[src/rtl/mips_multicycle_ctrl_if.sv]
// Datapath-facing bus of the multicycle MIPS control unit.
// master: the controller (samples opcode/zero/mem_ready, drives the control lines).
// slave:  the datapath (drives opcode/zero/mem_ready, consumes the control lines).
interface mips_multicycle_ctrl_if;
    // Datapath status into the controller
    logic [5:0] opcode;
    logic       zero;
    logic       mem_ready;

    // Control lines out of the controller
    logic       pc_en;
    logic       iord;
    logic       mem_write;
    logic       ir_write;
    logic       reg_dst;
    logic       mem_to_reg;
    logic       reg_write;
    logic       alu_src_a;
    logic [1:0] alu_src_b;
    logic [1:0] pc_src;
    logic [1:0] alu_op;

    modport master (
        input  opcode, zero, mem_ready,
        output pc_en, iord, mem_write, ir_write, reg_dst, mem_to_reg, reg_write,
               alu_src_a, alu_src_b, pc_src, alu_op
    );

    modport slave (
        output opcode, zero, mem_ready,
        input  pc_en, iord, mem_write, ir_write, reg_dst, mem_to_reg, reg_write,
               alu_src_a, alu_src_b, pc_src, alu_op
    );
endinterface

[src/rtl/mips_multicycle_ctrl.sv]
// Main control FSM for the multicycle MIPS32 datapath.
// Sequences lw/sw/R-type/beq/addi/j over 3-5 states, drives the datapath control lines,
// flags undefined opcodes and counts retired instructions.
// Optional build macro MC_CTRL_MEMWAIT_EN: FETCH, MEMRD and MEMWR stall until mem_ready=1.
module mips_multicycle_ctrl #(
    parameter int unsigned INSTR_CNT_W = 32
) (
    input  logic                   clk,
    input  logic                   rst_n,
    mips_multicycle_ctrl_if.master bus,
    output logic [3:0]             state,
    output logic                   illegal_op,
    output logic [INSTR_CNT_W-1:0] instr_cnt
);

    typedef enum logic [3:0] {
        StFetch   = 4'd0,
        StDecode  = 4'd1,
        StMemAdr  = 4'd2,
        StMemRd   = 4'd3,
        StMemWb   = 4'd4,
        StMemWr   = 4'd5,
        StRtypeEx = 4'd6,
        StRtypeWb = 4'd7,
        StBeq     = 4'd8,
        StAddiEx  = 4'd9,
        StAddiWb  = 4'd10,
        StJump    = 4'd11,
        StRsvd12  = 4'd12,
        StRsvd13  = 4'd13,
        StRsvd14  = 4'd14,
        StRsvd15  = 4'd15
    } state_e;

    localparam logic [5:0] OpRtype = 6'b000000;
    localparam logic [5:0] OpJ     = 6'b000010;
    localparam logic [5:0] OpBeq   = 6'b000100;
    localparam logic [5:0] OpAddi  = 6'b001000;
    localparam logic [5:0] OpLw    = 6'b100011;
    localparam logic [5:0] OpSw    = 6'b101011;

    state_e                 state_q, state_d;
    logic                   illegal_q, illegal_d;
    logic [INSTR_CNT_W-1:0] instr_cnt_q, instr_cnt_d;

    logic       mem_done;
    logic       retire;
    logic       pc_write;
    logic       branch;
    logic       iord;
    logic       mem_write;
    logic       ir_write;
    logic       reg_dst;
    logic       mem_to_reg;
    logic       reg_write;
    logic       alu_src_a;
    logic [1:0] alu_src_b;
    logic [1:0] pc_src;
    logic [1:0] alu_op;

`ifdef MC_CTRL_MEMWAIT_EN
    assign mem_done = bus.mem_ready;
`else
    // Zero-wait memory: every memory state completes in one cycle.
    logic unused_mem_ready;
    assign unused_mem_ready = bus.mem_ready;
    assign mem_done = 1'b1;
`endif

    // Next-state, Moore control decode, illegal-opcode flag and retire detection
    always_comb begin
        state_d    = state_q;
        illegal_d  = 1'b0;
        retire     = 1'b0;
        pc_write   = 1'b0;
        branch     = 1'b0;
        iord       = 1'b0;
        mem_write  = 1'b0;
        ir_write   = 1'b0;
        reg_dst    = 1'b0;
        mem_to_reg = 1'b0;
        reg_write  = 1'b0;
        alu_src_a  = 1'b0;
        alu_src_b  = 2'b00;
        pc_src     = 2'b00;
        alu_op     = 2'b00;

        case (state_q)
            StFetch: begin
                // IR load and PC+4 only on the cycle the fetch actually completes
                ir_write  = mem_done;
                pc_write  = mem_done;
                alu_src_b = 2'b01;
                if (mem_done) begin
                    state_d = StDecode;
                end
            end
            StDecode: begin
                alu_src_b = 2'b11;
                case (bus.opcode)
                    OpLw, OpSw: state_d = StMemAdr;
                    OpRtype:    state_d = StRtypeEx;
                    OpBeq:      state_d = StBeq;
                    OpAddi:     state_d = StAddiEx;
                    OpJ:        state_d = StJump;
                    default: begin
                        state_d   = StFetch;
                        illegal_d = 1'b1;
                    end
                endcase
            end
            StMemAdr: begin
                alu_src_a = 1'b1;
                alu_src_b = 2'b10;
                state_d   = (bus.opcode == OpLw) ? StMemRd : StMemWr;
            end
            StMemRd: begin
                iord = 1'b1;
                if (mem_done) begin
                    state_d = StMemWb;
                end
            end
            StMemWb: begin
                mem_to_reg = 1'b1;
                reg_write  = 1'b1;
                state_d    = StFetch;
                retire     = 1'b1;
            end
            StMemWr: begin
                // Strobe held through the whole wait
                iord      = 1'b1;
                mem_write = 1'b1;
                if (mem_done) begin
                    state_d = StFetch;
                    retire  = 1'b1;
                end
            end
            StRtypeEx: begin
                alu_src_a = 1'b1;
                alu_op    = 2'b10;
                state_d   = StRtypeWb;
            end
            StRtypeWb: begin
                reg_dst   = 1'b1;
                reg_write = 1'b1;
                state_d   = StFetch;
                retire    = 1'b1;
            end
            StBeq: begin
                alu_src_a = 1'b1;
                alu_op    = 2'b01;
                branch    = 1'b1;
                pc_src    = 2'b01;
                state_d   = StFetch;
                retire    = 1'b1;
            end
            StAddiEx: begin
                alu_src_a = 1'b1;
                alu_src_b = 2'b10;
                state_d   = StAddiWb;
            end
            StAddiWb: begin
                reg_write = 1'b1;
                state_d   = StFetch;
                retire    = 1'b1;
            end
            StJump: begin
                pc_src   = 2'b10;
                pc_write = 1'b1;
                state_d  = StFetch;
                retire   = 1'b1;
            end
            default: begin
                // Unused encodings recover to FETCH and report as illegal
                state_d   = StFetch;
                illegal_d = 1'b1;
            end
        endcase

        instr_cnt_d = retire ? instr_cnt_q + INSTR_CNT_W'(1) : instr_cnt_q;
    end

    // State, illegal flag and retire counter; synchronous active-low reset
    always_ff @(posedge clk) begin
        if (!rst_n) begin
            state_q     <= StFetch;
            illegal_q   <= 1'b0;
            instr_cnt_q <= '0;
        end else begin
            state_q     <= state_d;
            illegal_q   <= illegal_d;
            instr_cnt_q <= instr_cnt_d;
        end
    end

    // Output drive; everything forced low while reset is held
    always_comb begin
        bus.pc_en      = rst_n & (pc_write | (branch & bus.zero));
        bus.iord       = rst_n & iord;
        bus.mem_write  = rst_n & mem_write;
        bus.ir_write   = rst_n & ir_write;
        bus.reg_dst    = rst_n & reg_dst;
        bus.mem_to_reg = rst_n & mem_to_reg;
        bus.reg_write  = rst_n & reg_write;
        bus.alu_src_a  = rst_n & alu_src_a;
        bus.alu_src_b  = rst_n ? alu_src_b : 2'b00;
        bus.pc_src     = rst_n ? pc_src : 2'b00;
        bus.alu_op     = rst_n ? alu_op : 2'b00;
        state          = rst_n ? 4'(state_q) : 4'd0;
        illegal_op     = rst_n & illegal_q;
        instr_cnt      = rst_n ? instr_cnt_q : '0;
    end

endmodule

[src/flat_wrapper.sv]
// flat-port wrapper written by rule: the top's interface ports become plain ports
module mips_multicycle_ctrl_flat 
#(
    parameter int unsigned INSTR_CNT_W = 32
)
  (clk, rst_n, state, illegal_op, instr_cnt, bus_opcode, bus_zero, bus_mem_ready, bus_pc_en, bus_iord, bus_mem_write, bus_ir_write, bus_reg_dst, bus_mem_to_reg, bus_reg_write, bus_alu_src_a, bus_alu_src_b, bus_pc_src, bus_alu_op);
  mips_multicycle_ctrl_if bus_i ();
  input  logic clk;
  input  logic rst_n;
  output logic [3:0] state;
  output logic illegal_op;
  output logic [INSTR_CNT_W-1:0] instr_cnt;
  input wire logic [$bits(bus_i.opcode)-1:0] bus_opcode;
  input wire logic [$bits(bus_i.zero)-1:0] bus_zero;
  input wire logic [$bits(bus_i.mem_ready)-1:0] bus_mem_ready;
  output wire logic [$bits(bus_i.pc_en)-1:0] bus_pc_en;
  output wire logic [$bits(bus_i.iord)-1:0] bus_iord;
  output wire logic [$bits(bus_i.mem_write)-1:0] bus_mem_write;
  output wire logic [$bits(bus_i.ir_write)-1:0] bus_ir_write;
  output wire logic [$bits(bus_i.reg_dst)-1:0] bus_reg_dst;
  output wire logic [$bits(bus_i.mem_to_reg)-1:0] bus_mem_to_reg;
  output wire logic [$bits(bus_i.reg_write)-1:0] bus_reg_write;
  output wire logic [$bits(bus_i.alu_src_a)-1:0] bus_alu_src_a;
  output wire logic [$bits(bus_i.alu_src_b)-1:0] bus_alu_src_b;
  output wire logic [$bits(bus_i.pc_src)-1:0] bus_pc_src;
  output wire logic [$bits(bus_i.alu_op)-1:0] bus_alu_op;
  assign bus_i.opcode = bus_opcode;
  assign bus_i.zero = bus_zero;
  assign bus_i.mem_ready = bus_mem_ready;
  assign bus_pc_en = bus_i.pc_en;
  assign bus_iord = bus_i.iord;
  assign bus_mem_write = bus_i.mem_write;
  assign bus_ir_write = bus_i.ir_write;
  assign bus_reg_dst = bus_i.reg_dst;
  assign bus_mem_to_reg = bus_i.mem_to_reg;
  assign bus_reg_write = bus_i.reg_write;
  assign bus_alu_src_a = bus_i.alu_src_a;
  assign bus_alu_src_b = bus_i.alu_src_b;
  assign bus_pc_src = bus_i.pc_src;
  assign bus_alu_op = bus_i.alu_op;
  mips_multicycle_ctrl #(.INSTR_CNT_W(INSTR_CNT_W)) u_core (.clk(clk), .rst_n(rst_n), .bus(bus_i), .state(state), .illegal_op(illegal_op), .instr_cnt(instr_cnt));
endmodule
[config.mk]
export PLATFORM = sky130hd
export DESIGN_NAME = mips_multicycle_ctrl_flat
export DESIGN_NICKNAME = d
export VERILOG_FILES = /design/src/rtl/mips_multicycle_ctrl_if.sv /design/src/rtl/mips_multicycle_ctrl.sv /design/src/flat_wrapper.sv
export SDC_FILE = /design/constraint.sdc
export NUM_CORES = 1
export LEC_CHECK = 0
export CAP_MARGIN = 20
export CORE_MARGIN = 3
export CORE_UTILIZATION = 45
export DETAILED_ROUTE_END_ITERATION = 10
export PLACE_DENSITY = 0.76
export SKIP_CTS_REPAIR_TIMING = 1
export SYNTH_ARGS = -nofsm -noshare
export SYNTH_HDL_FRONTEND = slang
export SYNTH_SLANG_ARGS = --single-unit
[constraint.sdc]
create_clock -name clk -period 2.7 [get_ports clk]
set_input_delay 0.54 -clock clk [delete_from_list [all_inputs] [get_ports clk]]
set_output_delay 0.54 -clock clk [all_outputs]
set_load 0.005 [all_outputs]
==> flow_summary.toml, run 1 <==
[outcome]
status = "finished clean"

[cells_and_area]
fin_area_sq_um = 3050
fin_nets = 361
area_delta_synth_final_pct = 37.3
final_cell_mix = "clkdlybuf4s50_1 (58), nor2_1 (39), dfxtp_1 (36)"
drive_above_1_share_pct = 5.98
layout_commonest_cell = "clkdlybuf4s50_1"
num_antenna_cells = 0
fin_cells = 416

[detailed_routing]
dr_wl_met2_um = 2590
drc = 0
drt_iter0_markers = 56
wl_met3_um = 159
detail_route.first_pass.iterations = 4
ant_nets = 0
viasPerCell = 5.30
top_layer_used = "met4"
wirelength_um = 5290
wl_met1_um = 2450
vias = 2203
post_drt_wl_per_cell_um = 12.7

[floorplan]
die_w_um = 76.3
pin_count = 61
dieHeight_um = 76.3
core.rowCount = 24
coreArea_sq_um = 4560
start_util_pct = 48.7
fp.dieArea_sq_um = 5820

[job]
cap_violations = 0

[timing]
timing.final.crit_share_pct = 92.8
setup-tns-final_ps = 0
worst_pin_slew_ps = 508
max-slew-margin-rel_pct = 66.0
hold_violations = 0
whs_ps = 508
fin_skew_ps = 8.60
slew_viol_final = 0
finalSetupViolCount = 0
max_freq_mhz = 399
rsz0062_at_grt = "false"
period_minus_slack_ps = 2510

[min_path]
hold_class = "flop to flop"
hp-start = "u_core.instr_cnt_q[21]"
min_to = "u_core.instr_cnt_q[21]"
hold_depth = 2

[worst_setup_path]
r2r_cells = 5
path_class = "flop to primary output"
setup.worst_path.end_class = "primary output"
worst_ep_required_time_ps = 2160
arrival_ps = 1970
regToRegSetupSlack_ps = 390
r2r_end = "u_core.instr_cnt_q[31]"
r2r_start = "u_core.instr_cnt_q[7]"
start_kind = "flop"
path_max_fanout = 10

[global_route]
grt_pass1_wl_um = 8820
grt-ovfl-total = 0
antenna_found_initial = 0
grt_use_total_pct = 18.1
first_global_vias = 1957
grt_max_degree = 29

[cts]
numCtsBuffers = 5
clk_pin_slew_ps = 80
clock_latency_ps = 290
cts_num_sinks = 37
cts_max_path_buffers = 2
cts.htree.levels = 2
clockRootBuffer = "clkbuf_8"
cts_tree = "built"

[pwr]
comb_power_share_pct = 7.8
seq_power_share_pct = 48.6
p_clk_share_pct = 43.6
ir_drop_mv = 0.236
powerDensity_nw_per_um2 = 374
internal_power_mw = 0.893
power_leakage_nw = 1.07
netSwitchingFraction_pct = 21.7
power_switching_mw = 0.247

[yosys]
muxShareOfSynthArea_pct = 1.18
syn_nets = 303
avgSynthCellArea_sq_um = 7.61
ys_seq_area_share_pct = 33.3
synth_xor_area_share_pct = 9.06
synth-simple-area-share_pct = 41.0
yosysUniqueCellTypes = 41
ys_warn_count = 0
synth_cells = 292
synth_top_family_by_area = "simple AND/OR/NAND/NOR gates"
synthAdderAreaFrac_pct = 0.563
ys_seq_elements = 37
syn_area_sq_um = 2220
synth_compound_area_share_pct = 10.6

[placed_design]
finalWeightedCongestion = 0.798
io_buffers = 59
dp_hpwl_um = 3890
placedCellCount = 408
placed_area_sq_um = 2920
sequential cells by signal, summed over array words and instances, names as in the netlist:
register and count:
u_core.illegal_q 1, u_core.instr_cnt_q 32, u_core.state_q 4
worst max path at each step:
stage                          startpoint                     end
finish                  u_core.state_q[2]           bus_reg_write
global placement                    rst_n            bus_ir_write
floorplan           u_core.instr_cnt_q[7]  u_core.instr_cnt_q[31]
detailed placement                  rst_n            bus_ir_write
CTS                                 rst_n            bus_ir_write
global route            u_core.state_q[0]        bus_alu_src_b[1]
stage by stage:
| step | total power [mW] | utilization [%] | setup slack [ps] |
|---|---|---|---|
| detailed placement | 0.656 | 64.0 | 66.6 |
| global route | 1.18 | 66.9 | 86.0 |
| finish | 1.14 | 66.9 | 194 |
| global placement | 0.655 | 64.0 | 80.1 |
| CTS | 1.15 | 66.6 | 61.6 |
| floorplan | 0.607 | - | 557 |
critical path: stages (launching register included):
cell             delay (ps)
dfxtp_1                 320
buf_4                   170
nand2b_1                210
o21ai_0                 230
a22oi_1                 120
nor2_1                  120
clkdlybuf4s50_1         520
synth_stat cells:
cell type / count / share of area [%]
o21a_1: 3 / 1.0
or3_1: 5 / 1.4
a22o_1: 1 / 0.39
clkinv_1: 1 / 0.17
nand3b_1: 3 / 1.0
mux2_4: 1 / 0.68
nor3_1: 7 / 1.6
o21ai_1: 1 / 0.22
and3_1: 7 / 2.0
o22a_1: 1 / 0.39
nor4_1: 7 / 2.0
inv_1: 7 / 1.2
xnor2_1: 16 / 6.3
a21oi_1: 14 / 3.2
clkbuf_1: 16 / 2.7
a2111oi_0: 1 / 0.39
or3b_1: 1 / 0.39
nand2b_1: 4 / 1.1
nor2_1: 39 / 6.6
o31ai_1: 4 / 1.4
o22ai_1: 1 / 0.28
and4_1: 6 / 2.4
nor2b_1: 3 / 0.84
buf_2: 1 / 0.22
or4_1: 6 / 2.0
o31a_1: 1 / 0.39
mux2_1: 1 / 0.51
dfxtp_1: 37 / 33
o21ai_0: 7 / 1.6
nand3_1: 11 / 2.5
a221oi_1: 1 / 0.39
xor2_1: 7 / 2.8
nand4b_1: 1 / 0.39
nor3_4: 1 / 0.73
and2_1: 35 / 9.8
nand4_1: 9 / 2.5
o211ai_1: 1 / 0.34
a22oi_1: 2 / 0.68
nand2_1: 20 / 3.4
nor4b_1: 1 / 0.39
ha_1: 1 / 0.56
layer usage:
| metal | global-route usage (%) | up-vias |
|---|---|---|
| li1 | - | 1132 |
| met1 | 22.2 | 1015 |
| met2 | 30.6 | 49 |
| met3 | 3.19 | 7 |
| met4 | 8.51 | 0 |
| met5 | 0 | - |
final cells by class:
cell class,count,area (sq um)
clock inverter,1,30.0
tap,65,81.3
fill,423,1510
timing repair buffer,68,686
multi-input combinational,230,1400
sequential,37,742
clock buffer,7,86.3
inverter,8,30.0
power by group through the flow:
stage	clock, mW	combinational [mW]	sequential (mW)
3_3_place_gp	0	0.0886	0.566
2_1_floorplan	0	0.0443	0.562
5_1_grt	0.530	0.0983	0.555
3_5_place_dp	0	0.0891	0.567
6_report	0.497	0.0891	0.554
4_1_cts	0.509	0.0896	0.554
logic make-up after synthesis:
kind of cell             count (synthesis)
AO/OA/AOI/OAI                           38
XOR/XNOR                                23
adder cells (fa/ha/maj)                  1
buffers and inverters                   25
flip-flops                              37
multiplexers                             2
AND/OR/NAND/NOR                        166
Note: power is estimated with default switching activity, not from simulation.
==> run 2, diff against run 1 <==
--- a/config.mk
+++ b/config.mk
@@ -10,7 +10,6 @@
 export CORE_UTILIZATION = 45
 export DETAILED_ROUTE_END_ITERATION = 10
 export PLACE_DENSITY = 0.76
-export SKIP_CTS_REPAIR_TIMING = 1
 export SYNTH_ARGS = -nofsm -noshare
 export SYNTH_HDL_FRONTEND = slang
 export SYNTH_SLANG_ARGS = --single-unit
==> constraint.sdc (replaced) <==
create_clock -name clk -period 2.7 [get_ports clk]
set_input_delay 0.54 -clock clk [delete_from_list [all_inputs] [get_ports clk]]
set_output_delay 0.54 -clock clk [all_outputs]
set_load 0.01 [all_outputs]
==> flow_summary.toml, run 2 (synthesized netlist as in run 1, its figures left out) <==
[cts]
ctsHoldBuffers = 0
numCtsBuffers = 5
cts_setup_buffers = 0
clock_latency_ps = 290
cts.htree.levels = 2
cts_max_path_buffers = 2
cts_tree = "built"
cts_num_sinks = 37
cts_resized = 0
clk_pin_slew_ps = 70
clockRootBuffer = "clkbuf_8"

[cells_and_area]
layout_commonest_cell = "clkdlybuf4s50_1"
fillers = 415
fin_cells = 415
utilization_pct = 66.2
largest_reg_flops = 32
seqCellArea_sq_um = 743
max_flop_register = "u_core.instr_cnt_q"
drive_above_1_share_pct = 5.71
reg_top3 = "u_core.instr_cnt_q (32), u_core.state_q (4), u_core.illegal_q (1)"
final_cell_mix = "clkdlybuf4s50_1 (56), nor2_1 (39), and2_1 (35), dfxtp_1 (35), nand2_1 (20)"
multiInputGateArea_sq_um = 1390
area_delta_synth_final_pct = 35.9
num_antenna_cells = 0
fin_nets = 361

[floorplan]
pin_count = 61
core.rowCount = 24
fp.dieArea_sq_um = 5820
start_util_pct = 48.7
die_w_um = 76.3
coreArea_sq_um = 4560
dieHeight_um = 76.3

[worst_setup_path]
critPathBufInv = 2
regToRegSetupSlack_ps = 370
path_cells = "nand2b_1 > nor2_1 > inv_1 > a21oi_1 > clkdlybuf4s50_1"
path_max_fanout = 12
critPathTopFamily = "buffers and inverters"
max_stage_delay_ps = 550
worst_ep_required_time_ps = 2160
setup.worst_path.end_class = "primary output"
path_class = "flop to primary output"
slowest_stage = "clkdlybuf4s50_1"
arrival_ps = 1910
start_kind = "flop"

[timing]
max-slew-margin-rel_pct = 65.8
max_freq_mhz = 408
whs_ps = 502
worst_pin_slew_ps = 511
finalSetupViolCount = 0
hold_violations = 0
setup-tns-final_ps = 0
slew_viol_final = 0
period_minus_slack_ps = 2450
rsz0062_at_grt = "false"
timing.final.crit_share_pct = 90.9
fin_skew_ps = 4.90

[pwr]
powerDensity_nw_per_um2 = 342
power_leakage_nw = 1.07
totalPowerFinal_mw = 1.03
ir_drop_mv = 0.209

[global_route]
grt_max_degree = 29
first_global_vias = 1990
met1_usage_pct = 21.5
grt_pass1_wl_um = 8890
grt-ovfl-total = 0
gr-usage-met3_pct = 4.49
busiest_layer = "met2"
grt_use_total_pct = 18.3
use_met2_pct = 32.4
antenna_found_initial = 0

[detailed_routing]
detail_route.first_pass.iterations = 4
drc = 0
post_drt_wl_per_cell_um = 12.8
wirelength_um = 5290
ant_nets = 0
drt_iter0_markers = 116
viasPerCell = 5.26
vias = 2183

[placed_design]
dp_hpwl_um = 3830
placedCellCount = 408
io_buffers = 59
finalWeightedCongestion = 0.806

[min_path]
hold_class = "flop to flop"

[job]
cap_violations = 0

[outcome]
status = "finished clean"
-- run 2: routing by layer --
metal	share of wire [%]	routed length, um
met1	45	2390
met2	49	2590
met3	4.6	243
met4	1.3	67
met5	0	0
-- run 2: metrics by stage --
step,setup WS (ps),instance area (sq um)
after floorplan,557,2220
after global placement,39.4,2920
after detailed placement,30.9,2920
after CTS,26.1,3010
after global routing,95.0,3020
final,247,3020
-- run 2: worst register-to-register path, delay by kind of cell (launching register included) --
family | cells | cell delay, ps
flops | 1 | 450
mux | 1 | 300
simple gates | 4 | 1470
-- run 2: path summary, 6_finish.rpt --
| check | endpoint | startpoint | cells past startpoint |
|---|---|---|---|
| max | bus_alu_src_b[1] | u_core.state_q[0] | 5 |
| min | u_core.instr_cnt_q[21] | u_core.instr_cnt_q[21] | 2 |
| max reg2reg | u_core.instr_cnt_q[31] | u_core.instr_cnt_q[7] | 5 |
| min reg2reg | u_core.instr_cnt_q[21] | u_core.instr_cnt_q[21] | 2 |
-- run 2: area by class of cell --
class / instances / area share [%]
multi-input combinational: 230 / 46.0
sequential: 37 / 24.6
timing repair buffer: 68 / 22.9
clock buffer: 7 / 2.86
tap: 65 / 2.69
inverter: 8 / 0.994
-- run 2: where the power goes --
part	leakage, nW	switching (mW)	internal, mW
clock	0.0443	0.186	0.202
sequential	0.299	0.00602	0.549
combinational	0.728	0.0479	0.0429
==> run 3, diff against run 2 <==
--- a/config.mk
+++ b/config.mk
@@ -5,11 +5,12 @@
 export SDC_FILE = /design/constraint.sdc
 export NUM_CORES = 1
 export LEC_CHECK = 0
+export ABC_AREA = 1
 export CAP_MARGIN = 20
 export CORE_MARGIN = 3
 export CORE_UTILIZATION = 45
 export DETAILED_ROUTE_END_ITERATION = 10
-export PLACE_DENSITY = 0.76
+export PLACE_DENSITY = 0.73
 export SYNTH_ARGS = -nofsm -noshare
 export SYNTH_HDL_FRONTEND = slang
 export SYNTH_SLANG_ARGS = --single-unit
==> flow_summary.toml, run 3 <==
[yosys]
yosys_most_used_dff = "dfxtp_1"
synth.top_cell.area_share_pct = 28.1
synth_cells = 468
avgSynthCellArea_sq_um = 5.63
ys_seq_elements = 37
synthTopCellsByCount = "nand2_1 (137), inv_1 (93), nor2_1 (81), dfxtp_1 (37), nand3_1 (32)"
ys_warn_count = 0
synth_edf_count = 0
yosys.cell_count.top_type = "nand2_1"
syn_nets = 479
ys_seq_area_share_pct = 28.1
synthArstFlopShare_pct = 0
yosysUniqueCellTypes = 31
synth_area_leader_cell = "dfxtp_1"
syn_area_sq_um = 2630
synth_top_cells_by_area = "dfxtp_1 (28%), nand2_1 (20%), inv_1 (13%)"

[pwr]
power_leakage_nw = 1.59
powerDensity_nw_per_um2 = 321
ir_drop_mv = 0.191
totalPowerFinal_mw = 1.08

[worst_setup_path]
critPathTopFamily = "buffers and inverters"
path_max_fanout = 7
path_cells = "nand2_1 > nor2_1 > inv_1 > a31oi_1 > clkdlybuf4s50_1"
setup.worst_path.end_class = "primary output"
critPathBufInv = 2
path_class = "flop to primary output"
start_kind = "flop"
worst_ep_required_time_ps = 2160
slowest_stage = "clkdlybuf4s50_1"
arrival_ps = 1950
max_stage_delay_ps = 570

[floorplan]
coreArea_sq_um = 5570
core.rowCount = 27
pin_count = 61
dieHeight_um = 82.5
fp.dieArea_sq_um = 6810
start_util_pct = 47.3
die_w_um = 82.5

[timing]
slew_viol_final = 0
timing.final.crit_share_pct = 92.3
rsz0062_at_grt = "false"
max_freq_mhz = 401
finalSetupViolCount = 0
setup-tns-final_ps = 0
worst_pin_slew_ps = 502
hold_violations = 0
fin_skew_ps = 13.6
max-slew-margin-rel_pct = 66.3
period_minus_slack_ps = 2490
whs_ps = 504

[cts]
cts_tree = "built"
cts_setup_buffers = 0
clockRootBuffer = "clkbuf_8"
cts_max_path_buffers = 2
clock_latency_ps = 290
clk_pin_slew_ps = 80
numCtsBuffers = 5
cts_resized = 0
ctsHoldBuffers = 0
cts_num_sinks = 37
cts.htree.levels = 2

[job]
cap_violations = 0

[placed_design]
dp_hpwl_um = 4900
placedCellCount = 591
finalWeightedCongestion = 0.882
io_buffers = 59

[global_route]
grt-ovfl-total = 0
grt_pass1_wl_um = 11500
first_global_vias = 2699
grt_max_degree = 29
grt_use_total_pct = 21.0
antenna_found_initial = 0

[detailed_routing]
wirelength_um = 6540
ant_nets = 0
detail_route.first_pass.iterations = 4
drt_iter0_markers = 142
viasPerCell = 4.81
vias = 2880
drc = 0
post_drt_wl_per_cell_um = 10.9

[cells_and_area]
layout_commonest_cell = "nand2_1"
final_cell_mix = "nand2_1 (137), inv_1 (93), nor2_1 (81)"
area_delta_synth_final_pct = 28.4
fin_nets = 537
drive_above_1_share_pct = 6.45
fillers = 582
reg_top3 = "u_core.instr_cnt_q (32), u_core.state_q (4), u_core.illegal_q (1)"
largest_reg_flops = 32
max_flop_register = "u_core.instr_cnt_q"
fin_cells = 599
num_antenna_cells = 0

[min_path]
hold_class = "flop to flop"

[outcome]
status = "finished clean"
## run 3: layer usage
| layer | track usage, % | wire [um] | up-vias |
|---|---|---|---|
| li1 | - | - | 1525 |
| met1 | 27.1 | 3120 | 1283 |
| met2 | 36.1 | 3030 | 68 |
| met3 | 3.80 | 336 | 4 |
| met4 | 5.07 | 49 | 0 |
| met5 | 0 | 0 | - |
## run 3: power breakdown
part           internal [mW]  switching [mW]  total, mW
sequential             0.549         0.00475      0.553
clock                  0.231           0.209      0.440
combinational         0.0366          0.0549     0.0916
## run 3: layout make-up
type	instances	area, sq um	area share, %
clock buffers	7	96.3	2.85
clock inverters	1	5.00	0.148
inverters	95	359	10.6
multi-input cells	325	1480	43.8
flip-flops and latches	37	742	21.9
well taps	72	90.1	2.66
repair buffers	62	608	18.0
## run 3: final timing paths
path                                             from                      to  slack [ps]  cells past startpoint
worst min-delay path            u_core.instr_cnt_q[5]   u_core.instr_cnt_q[5]         500                      2
worst max-delay path                u_core.state_q[1]           bus_alu_src_a         210                      5
worst min register to register  u_core.instr_cnt_q[5]   u_core.instr_cnt_q[5]         500                      2
worst max register to register  u_core.instr_cnt_q[0]  u_core.instr_cnt_q[28]         890                      8
## run 3: worst register-to-register path, delay by kind of cell (launching register included)
family	cells	cell delay, ps
DFF	1	430
and+or+nand+nor	7	1070
adders and majority gates	1	220
## run 3: cells by family after synthesis
family | synth area share, %
AOI/OAI and AO/OA | 6.51
xor gates and xnor gates | 1.33
adders and majority gates | 0.475
buffers and inverters | 15.6
DFF | 28.1
and+or+nand+nor | 47.9
## run 3: stage by stage
| step | area, sq um | utilization, % | setup WS [ps] |
|---|---|---|---|
| 4_1_cts | 3380 | 60.7 | 140 |
| 3_3_place_gp | 3280 | 58.8 | 431 |
| 3_5_place_dp | 3280 | 58.8 | 438 |
| 5_1_grt | 3380 | 60.7 | 21.8 |
| 6_report | 3380 | 60.7 | 207 |
| 2_1_floorplan | 2630 | - | 780 |
